--- config.mk ---
export PLATFORM = sky130hd
export DESIGN_NAME = tx_word
export DESIGN_NICKNAME = d
export VERILOG_FILES = /design/src/rtl/tx_word_pkg.sv /design/src/rtl/uart_tx_byte.sv /design/src/rtl/tx_word.sv
export SDC_FILE = /design/constraint.sdc
export NUM_CORES = 1
export LEC_CHECK = 0
export BUFFER_PORTS_ARGS = -buffer_cell sky130_fd_sc_hd__buf_4
export CAP_MARGIN = 40
export CORE_MARGIN = 2
export CORE_UTILIZATION = 56
export DETAILED_ROUTE_END_ITERATION = 8
export PLACE_DENSITY = 0.79
export SYNTH_ARGS = -nofsm -noshare
export SYNTH_HDL_FRONTEND = slang
export SYNTH_SLANG_ARGS = --single-unit
--- constraint.sdc ---
create_clock -name clk12 -period 2.1 [get_ports clk12]
set_clock_uncertainty 0.15 [all_clocks]
set_input_delay 0.105 -clock clk12 [delete_from_list [all_inputs] [get_ports clk12]]
set_output_delay 0.105 -clock clk12 [all_outputs]
set_load 0.02 [all_outputs]
--- src/rtl/tx_word_pkg.sv ---
// Shared UART constants for the host link (transmit and receive paths),
// plus the bit-FSM state type and a byte-select helper.
package tx_word_pkg;

  // Baud divisors at a 12 MHz clock (clk cycles per bit, truncated).
  localparam int B9600   = 1250;
  localparam int B19200  = 625;
  localparam int B57600  = 208;
  localparam int B115200 = 104;
  localparam int B230400 = 52;

  // 8N1 frame layout.
  localparam int START_BITS = 1;
  localparam int DATA_BITS  = 8;
  localparam int STOP_BITS  = 1;
  localparam int FRAME_BITS = START_BITS + DATA_BITS + STOP_BITS;

  localparam int BYTES_PER_WORD = 4;

  typedef enum logic [1:0] {
    S_IDLE,
    S_START,
    S_DATA,
    S_STOP
  } bit_state_t;

  // Byte idx of a word, byte 0 being the least significant.
  function automatic logic [7:0] word_byte(input logic [31:0] w, input logic [1:0] idx);
    return w[{idx, 3'b000} +: 8];
  endfunction

endpackage

--- src/rtl/uart_tx_byte.sv ---
// One 8N1 byte transmitter: START/DATA/STOP bit FSM with a baud counter.
// done is high in the last cycle of a stop bit so the caller can chain the
// next byte's start bit with no idle gap.
module uart_tx_byte
  import tx_word_pkg::*;
#(
  parameter int BAUD_DIV = B115200
) (
  input  logic       clk12,
  input  logic       rstn,
  input  logic [7:0] byte_in,
  input  logic       start,
  output logic       busy,
  output logic       done,
  output logic       tx
);

  localparam int BAUD_W = (BAUD_DIV > 1) ? $clog2(BAUD_DIV) : 1;
  localparam logic [BAUD_W-1:0] BAUD_LAST = BAUD_W'(BAUD_DIV - 1);
  localparam logic [2:0]        BIT_LAST  = 3'(DATA_BITS - 1);

  bit_state_t        state;
  logic [BAUD_W-1:0] baud_cnt;
  logic [2:0]        bit_cnt;
  logic [2:0]        next_bit;
  logic              baud_last;

  assign baud_last = (baud_cnt == BAUD_LAST);
  assign next_bit  = bit_cnt + 3'd1;
  assign busy      = (state != S_IDLE);
  assign done      = (state == S_STOP) && baud_last;

  // NOTE: all state here is sequential, so every assignment is non-blocking;
  // tx is registered so the line never sees combinational glitches.
  always_ff @(posedge clk12 or negedge rstn) begin
    if (!rstn) begin
      state    <= S_IDLE;
      baud_cnt <= '0;
      bit_cnt  <= '0;
      tx       <= 1'b1;
    end else begin
      case (state)
        S_IDLE: begin
          if (start) begin
            state    <= S_START;
            baud_cnt <= '0;
            tx       <= 1'b0;
          end
        end
        S_START: begin
          if (baud_last) begin
            state    <= S_DATA;
            baud_cnt <= '0;
            bit_cnt  <= '0;
            tx       <= byte_in[0];
          end else begin
            baud_cnt <= baud_cnt + 1'b1;
          end
        end
        S_DATA: begin
          if (baud_last) begin
            baud_cnt <= '0;
            if (bit_cnt == BIT_LAST) begin
              state <= S_STOP;
              tx    <= 1'b1;
            end else begin
              bit_cnt <= next_bit;
              tx      <= byte_in[next_bit];
            end
          end else begin
            baud_cnt <= baud_cnt + 1'b1;
          end
        end
        S_STOP: begin
          if (baud_last) begin
            baud_cnt <= '0;
            // A start request here chains the next byte back-to-back.
            if (start) begin
              state <= S_START;
              tx    <= 1'b0;
            end else begin
              state <= S_IDLE;
              tx    <= 1'b1;
            end
          end else begin
            baud_cnt <= baud_cnt + 1'b1;
          end
        end
        default: begin
          state <= S_IDLE;
          tx    <= 1'b1;
        end
      endcase
    end
  end

endmodule

--- src/rtl/tx_word.sv ---
// Sends a 32-bit word to the host as four 8N1 bytes, LSB first, behind a
// valid/ready handshake; word_sent pulses as the final stop bit ends.
module tx_word
  import tx_word_pkg::*;
#(
  parameter int BAUD_DIV = B115200
) (
  input  logic        clk12,
  input  logic        rstn,
  input  logic [31:0] word,
  input  logic        word_valid,
  output logic        word_ready,
  output logic        tx,
  output logic        word_sent
);

  localparam logic [1:0] LAST_BYTE = 2'(BYTES_PER_WORD - 1);

  logic [31:0] hold;
  logic [1:0]  byte_index;
  logic        go;
  logic        accept;
  logic        byte_start;
  logic        byte_busy;
  logic        byte_done;
  logic [7:0]  cur_byte;

  assign accept     = word_valid && word_ready;
  assign cur_byte   = word_byte(hold, byte_index);
  // First byte launches from the registered go; later bytes chain off done.
  assign byte_start = (go && !byte_busy) || (byte_done && (byte_index != LAST_BYTE));

  always_ff @(posedge clk12 or negedge rstn) begin
    if (!rstn) begin
      hold       <= '0;
      byte_index <= '0;
      go         <= 1'b0;
      word_ready <= 1'b1;
      word_sent  <= 1'b0;
    end else begin
      go        <= 1'b0;
      word_sent <= 1'b0;
      if (accept) begin
        hold       <= word;
        byte_index <= '0;
        go         <= 1'b1;
        word_ready <= 1'b0;
      end
      if (byte_done) begin
        if (byte_index == LAST_BYTE) begin
          byte_index <= '0;
          word_sent  <= 1'b1;
          word_ready <= 1'b1;
        end else begin
          byte_index <= byte_index + 2'd1;
        end
      end
    end
  end

  uart_tx_byte #(
    .BAUD_DIV(BAUD_DIV)
  ) u_tx_byte (
    .clk12  (clk12),
    .rstn   (rstn),
    .byte_in(cur_byte),
    .start  (byte_start),
    .busy   (byte_busy),
    .done   (byte_done),
    .tx     (tx)
  );

endmodule
==> metrics, run 1 <==
status=completed; Die Y=71.28 microns; DRC errors left=0; Synth top area share=0.4738; CP endpoint kind=flop; clk buf depth=2; Worst Path Required=2.18 ns; register bit total from synthesis=50; vias=1817; area of the die=between 5000 and 6000 sq um; FMAX=515.4 MHz; Async SR Flop Fraction=1.000; highest-delay cell along the critical path=dfrtp_1; Initial Util=0.5822; Post-Syn Area=2535 sq um; RSZ-0062 raised after global routing=false; Final nets=324; Via-to-Cell Ratio=5.456; largest area contributor in the netlist=dfrtp_1; kind of cell adding the most delay to the critical path=simple AND/OR/NAND/NOR gates; CP Launch Type=flop; GR Util All Layers=0.2272; largest net degree at the start of global routing=51; CTS tree=done; Syn Area/Cell=around 12 sq um; Setup-failing EPs final=0; clk root buf=clkbuf_8; drt first pass iters=4; minimum clock period=1.940 ns; Area contributors post-synth=dfrtp_1 (47%), mux2_2 (16%), ha_1 (4.4%); ant diodes=0; Synth Warn #=0; Netlist cell types=40; Worst Hold Class=in2async; Fin. Hold Viols=0; PwrDens=around 790 nW/um^2; grt ovf=0; max-slew violation count=0; number of flops mapped to enable cells by yosys=0; total CTS buffers=5; final worst slack=0.1599 ns; worst path buffer plus inverter count=0; DRT antenna net count=0; CP Data Arrival Time=2.02 ns; htree depth=2; vias in the first global route=approximately 2000; input/output buffers=37; clk_lat worst skew=0.30 ns; fraction of layout instances using a drive strength above 1=0.3381; initial DRC count=between 80 and 90; Synth-to-Final Area Change=30.45%; Setup TNS Final=0 ns; Core ar.=4354 sq um; Mapped Cells=between 200 and 250; fillers=265; max-cap violations=0; Tightest Pin Transition=0.6070 ns; initial antenna violation count=0; Clock Pin Slew Worst Setup and Hold Paths=0.10 ns; Synth Flop Type=dfrtp_1; slowest cell delay on critical path=0.38 ns; fin crit share=0.9239; Critical Setup Path Class=reg2reg; Die Width=71.28 microns; Max-slew headroom=0.5953; dpl hpwl=3309 microns; Crit Path Max Fanout=8; post-DR wirelength/cell=roughly 15 microns; Hold Slack=0.2067 ns; Pleak=1.520 nW; sequential share of the synthesized area=0.4946; Placement Setup Slack=around 0.13 ns; Post-Route WL=5145 microns; maximum vdd drop=620.7 uV; R2R Setup Slk=0.16 ns; # rows=24; Final Wtd Congestion=0.8482; post-CTS setup repair buffer count=0; Cell Chain, Critical Path=ha_1 > and3_1 > a41oi_4 > nor2_1 > o21ai_0 > a32oi_1; first-pass GRT wire length=9066 microns; syn nets=247; # clock sinks=50; Top Ports=38
==> path summary, 6_finish.rpt <==
check                                                   from                                end  cells after the start
max reg2reg                u_tx_byte.baud_cnt[0]$_DFFE_PN0P_     u_tx_byte.state[0]$_DFFE_PN0P_                      6
min reg2reg                u_tx_byte.baud_cnt[5]$_DFFE_PN0P_  u_tx_byte.baud_cnt[5]$_DFFE_PN0P_                      1
min                                                     rstn               hold[19]$_DFFE_PN0P_                      2
min in group clk12                                word_valid               word_ready$_DFF_PN1_                      3
max                        u_tx_byte.baud_cnt[0]$_DFFE_PN0P_     u_tx_byte.state[0]$_DFFE_PN0P_                      6
max in group asynchronous                               rstn          byte_index[0]$_DFFE_PN0P_                      2
==> area by class of cell <==
cell class                 count  area (sq um)  share of cell area
clock inverter                 1         8.758            0.002649
timing repair buffer          77         663.1              0.2005
inverter                      10         37.54             0.01135
tap                           52         65.06             0.01967
multi-input combinational    136          1191              0.3602
clock buffer                   7         86.33             0.02611
sequential                    50          1255              0.3795
==> cell usage after synthesis, drive strengths merged (2+ instances only) <==
cell and n:
a21oi 2, a22o 5, and3 3, buf 6, dfrtp 48, dfstp 2, ha 9, inv 10
mux2 36, mux2i 3, mux4 6, nand2 12, nand2b 4, nand3 9, nor2 9, nor3b 2
o21ai 16, o22ai 2, o31ai 2
==> what timing repair did <==
action / 4_1_cts / 5_1_grt
gates resized for setup: 0 / 1
endpoints found under the setup margin: 0 / 2
endpoints found under the hold margin: 81 / 0
hold buffers: 34 / 0
==> per-layer routing <==
metal | GRT usage | routed length, microns | up-vias
met2 | 0.3920 | 2681 | 33
met3 | 0.04923 | 171 | 4
met5 | 0 | 0 | -
met1 | 0.2921 | 2247 | 885
li1 | - | - | 895
met4 | 0.06080 | 44 | 0
==> cells in the final DEF (no fill, tap or decap), types with 4 or more instances in the layout <==
master	Yosys	final
dfrtp_1	48	47
nor2_1	9	9
clkbuf_8	0	6
ha_1	9	9
buf_4	0	43
o21ai_0	15	15
a22o_1	5	5
nand2_1	12	12
mux2_2	36	36
nand2b_1	4	4
inv_1	10	10
nand3_1	9	9
dlygate4sd3_1	0	34
==> worst register-to-register path, delay by kind of cell (launching register included) <==
family	cells	cell delay [ns]
flip-flops	1	0.38
AND/OR/NAND/NOR	2	0.61
AO/OA/AOI/OAI	3	0.52
adder cells (fa/ha/maj)	1	0.21
==> power breakdown <==
| group | internal (mW) | total (mW) | switching, mW |
|---|---|---|---|
| logic | 0.393 | 0.785 | 0.392 |
| clock network | 0.273 | 0.595 | 0.322 |
| registers | 1.12 | 1.24 | 0.121 |
| total | 1.79 | 2.62 | 0.834 |
==> registers in the layout, indices dropped and copies added (netlist names) <==
signal,flops
u_tx_byte.tx,1
u_tx_byte.baud_cnt,7
u_tx_byte.state,2
word_ready,1
u_tx_byte.bit_cnt,3
go,1
word_sent,1
hold,32
byte_index,2
==> cell families (layout without fill, tap and decap cells) <==
family	count (synthesis)	count (layout)	synth area share
mux	45	45	0.2295
fa+ha+maj	9	9	0.04442
compound gates	36	36	0.1007
simple gates	45	45	0.09181
flops	50	50	0.4946
xor+xnor	1	1	0.003456
buf+inv	17	95	0.03554
==> through the flow <==
step	std cells	utilization	instance area (sq um)	power, mW
after floorplan	203	-	2535	1.756
after global placement	291	0.6592	2870	1.962
after CTS	333	0.7592	3306	2.621
after detailed placement	291	0.6592	2870	1.991
final	333	0.7595	3307	2.620
after global routing	333	0.7595	3307	2.800
No activity file was read; power rests on OpenSTA's default activity.
==> inputs of run 2 (changes only) <==
- CELL_PAD_IN_SITES_DETAIL_PLACEMENT: unset -> 1
- CELL_PAD_IN_SITES_GLOBAL_PLACEMENT: unset -> 1
- CORE_UTILIZATION: 56 -> 45
- PLACE_DENSITY: 0.79 -> unset
- PLACE_DENSITY_LB_ADDON: unset -> 0.1
==> run 2 against run 1 <==
  * Sequential share of layout area decreased by 0.29 points
  * Critical path depth unchanged
  * Flip-flop and latch count unchanged
  * Non-clock buffer count unchanged
  * Total power increased by 1.2%
  * Wire length increased by 18%
  * Critical endpoint is now u_tx_byte.tx$_DFFE_PN1P_
  * Fmax decreased by 1.1%
==> metrics, run 2 (synthesis results as in run 1) <==
status=completed; Initial Util=0.4632; dpl hpwl=4105 microns; clk_lat worst skew=0.30 ns; Worst Path Required=around 2.2 ns; fin crit share=0.9341; Core ar.=5473 sq um; Crit Path Max Fanout=13; Clock Pin Slew Worst Setup and Hold Paths=0.09 ns; Final Wtd Congestion=just over 0.8; commonest cells after routing, fill and taps aside=dfrtp_1 (47), buf_4 (43), mux2_2 (36); initial antenna violation count=0; CTS tree=done; area of the die=6250 sq um; Pleak=between 1.5 and 2 nW; fillers=577; drt first pass iters=4; Fin. Hold Viols=0; post-DR wirelength/cell=17.25 microns; vias in the first global route=2171; kind of cell adding the most delay to the critical path=compound AO/OA/AOI/OAI gates; Cell Chain, Critical Path=ha_1 > inv_1 > a41oi_4 > o21bai_1 > mux2i_1 > a21oi_1; Max-slew headroom=0.5816; FMAX=a little over 500 MHz; input/output buffers=37; Die Y=79.06 microns; CP Launch Type=flop; Post-Route WL=around 6000 microns; ant diodes=0; GR Util All Layers=0.2141; CP Data Arrival Time=2.04 ns; leading cell type in the layout, fill and taps excluded=dfrtp_1; Setup TNS Final=0 ns; first-pass GRT wire length=around 10000 microns; total CTS buffers=5; Tightest Pin Transition=0.6276 ns; max FFs per register=32; largest net degree at the start of global routing=51; clk root buf=clkbuf_8; PwrDens=795.8 nW/um^2; minimum clock period=approximately 2.0 ns; htree depth=2; worst path buffer plus inverter count=1; DRT antenna net count=0; max-slew violation count=0; Die Width=between 70 and 80 microns; Biggest register=hold; slowest cell delay on critical path=about 0.52 ns; clk buf depth=2; Via-to-Cell Ratio=5.382; maximum vdd drop=around 480 uV; Top Ports=38; DRC errors left=0; highest-delay cell along the critical path=dfrtp_2; fraction of layout instances using a drive strength above 1=0.3452; Setup-failing EPs final=0; max-cap violations=0; Critical Setup Path Class=reg2reg; # clock sinks=50; vias=1900; initial DRC count=84; Core Util, Final=0.6088; RSZ-0062 raised after global routing=false; # rows=27; Synth-to-Final Area Change=31.44%; Final nets=324; grt ovf=0; Worst Hold Class=in2async; Largest regs=hold x32, u_tx_byte.baud_cnt x7, u_tx_byte.bit_cnt x3; CP endpoint kind=flop; post-CTS setup repair buffer count=0
## run 2: cell count changes in the layout (fill, tap and decap cells not counted)
cell,previous run,this run
and3_1,3,2
and3_2,0,1
clkinv_2,0,1
inv_6,1,0
nor2_1,9,8
nor2_2,0,1
## run 2: report_power, final
group | internal (mW) | switching [mW] | leakage (nW)
registers | 1.12 | 0.127 | 0.626
clock network | 0.266 | 0.313 | 0.0482
logic | 0.400 | 0.425 | 0.844
total | 1.79 | 0.866 | 1.52
## run 2: final cells by class
cell class | instances | area (sq um) | share of cell area
clock inverters | 1 | 5.005 | 0.001502
multi-input cells | 136 | 1195 | 0.3586
flip-flops and latches | 50 | 1255 | 0.3766
inverters | 10 | 37.54 | 0.01127
well taps | 72 | 90.09 | 0.02704
repair buffers | 77 | 663.1 | 0.1990
clock buffers | 7 | 86.33 | 0.02591
## run 2: path summary, 6_finish.rpt
check                                                  start                                end  slack (ns)  depth (start not counted)
setup reg to reg                   byte_index[0]$_DFFE_PN0P_           u_tx_byte.tx$_DFFE_PN1P_        0.14                          6
max in group asynchronous                               rstn          byte_index[0]$_DFFE_PN0P_        1.14                          2
setup / recovery                   byte_index[0]$_DFFE_PN0P_           u_tx_byte.tx$_DFFE_PN1P_        0.14                          6
min in group clk12         u_tx_byte.baud_cnt[5]$_DFFE_PN0P_  u_tx_byte.baud_cnt[5]$_DFFE_PN0P_        0.35                          1
hold / removal                                          rstn               hold[17]$_DFFE_PN0P_        0.21                          2
hold reg to reg            u_tx_byte.baud_cnt[5]$_DFFE_PN0P_  u_tx_byte.baud_cnt[5]$_DFFE_PN0P_        0.35                          1
## run 2: timing repair
action,in CTS,in global routing
resized for setup,0,3
setup endpoints to repair,0,3
hold buffers,34,0
hold endpoints to repair,81,0
## run 2: through the flow
stage	std cells	setup slack (ns)	instance area [sq um]	hold slack (ns)	power, mW
after floorplan	203	0.2739	2535	-0.3406	1.756
after global placement	311	0.1686	2895	0.002823	1.970
after detailed placement	311	0.1044	2895	0.02647	2.033
after CTS	353	0.06711	3327	0.2359	2.670
after global routing	353	0.02076	3332	0.2738	2.829
final	353	0.1384	3332	0.2137	2.652
## run 2: per-layer routing
metal | GRT usage | vias to the layer above | routed length (microns)
met2 | 0.3975 | 37 | 3320
li1 | - | 891 | -
met3 | 0.03750 | 8 | 160
met4 | 0.06379 | 0 | 85
met1 | 0.2513 | 964 | 2523
met5 | 0 | - | 0
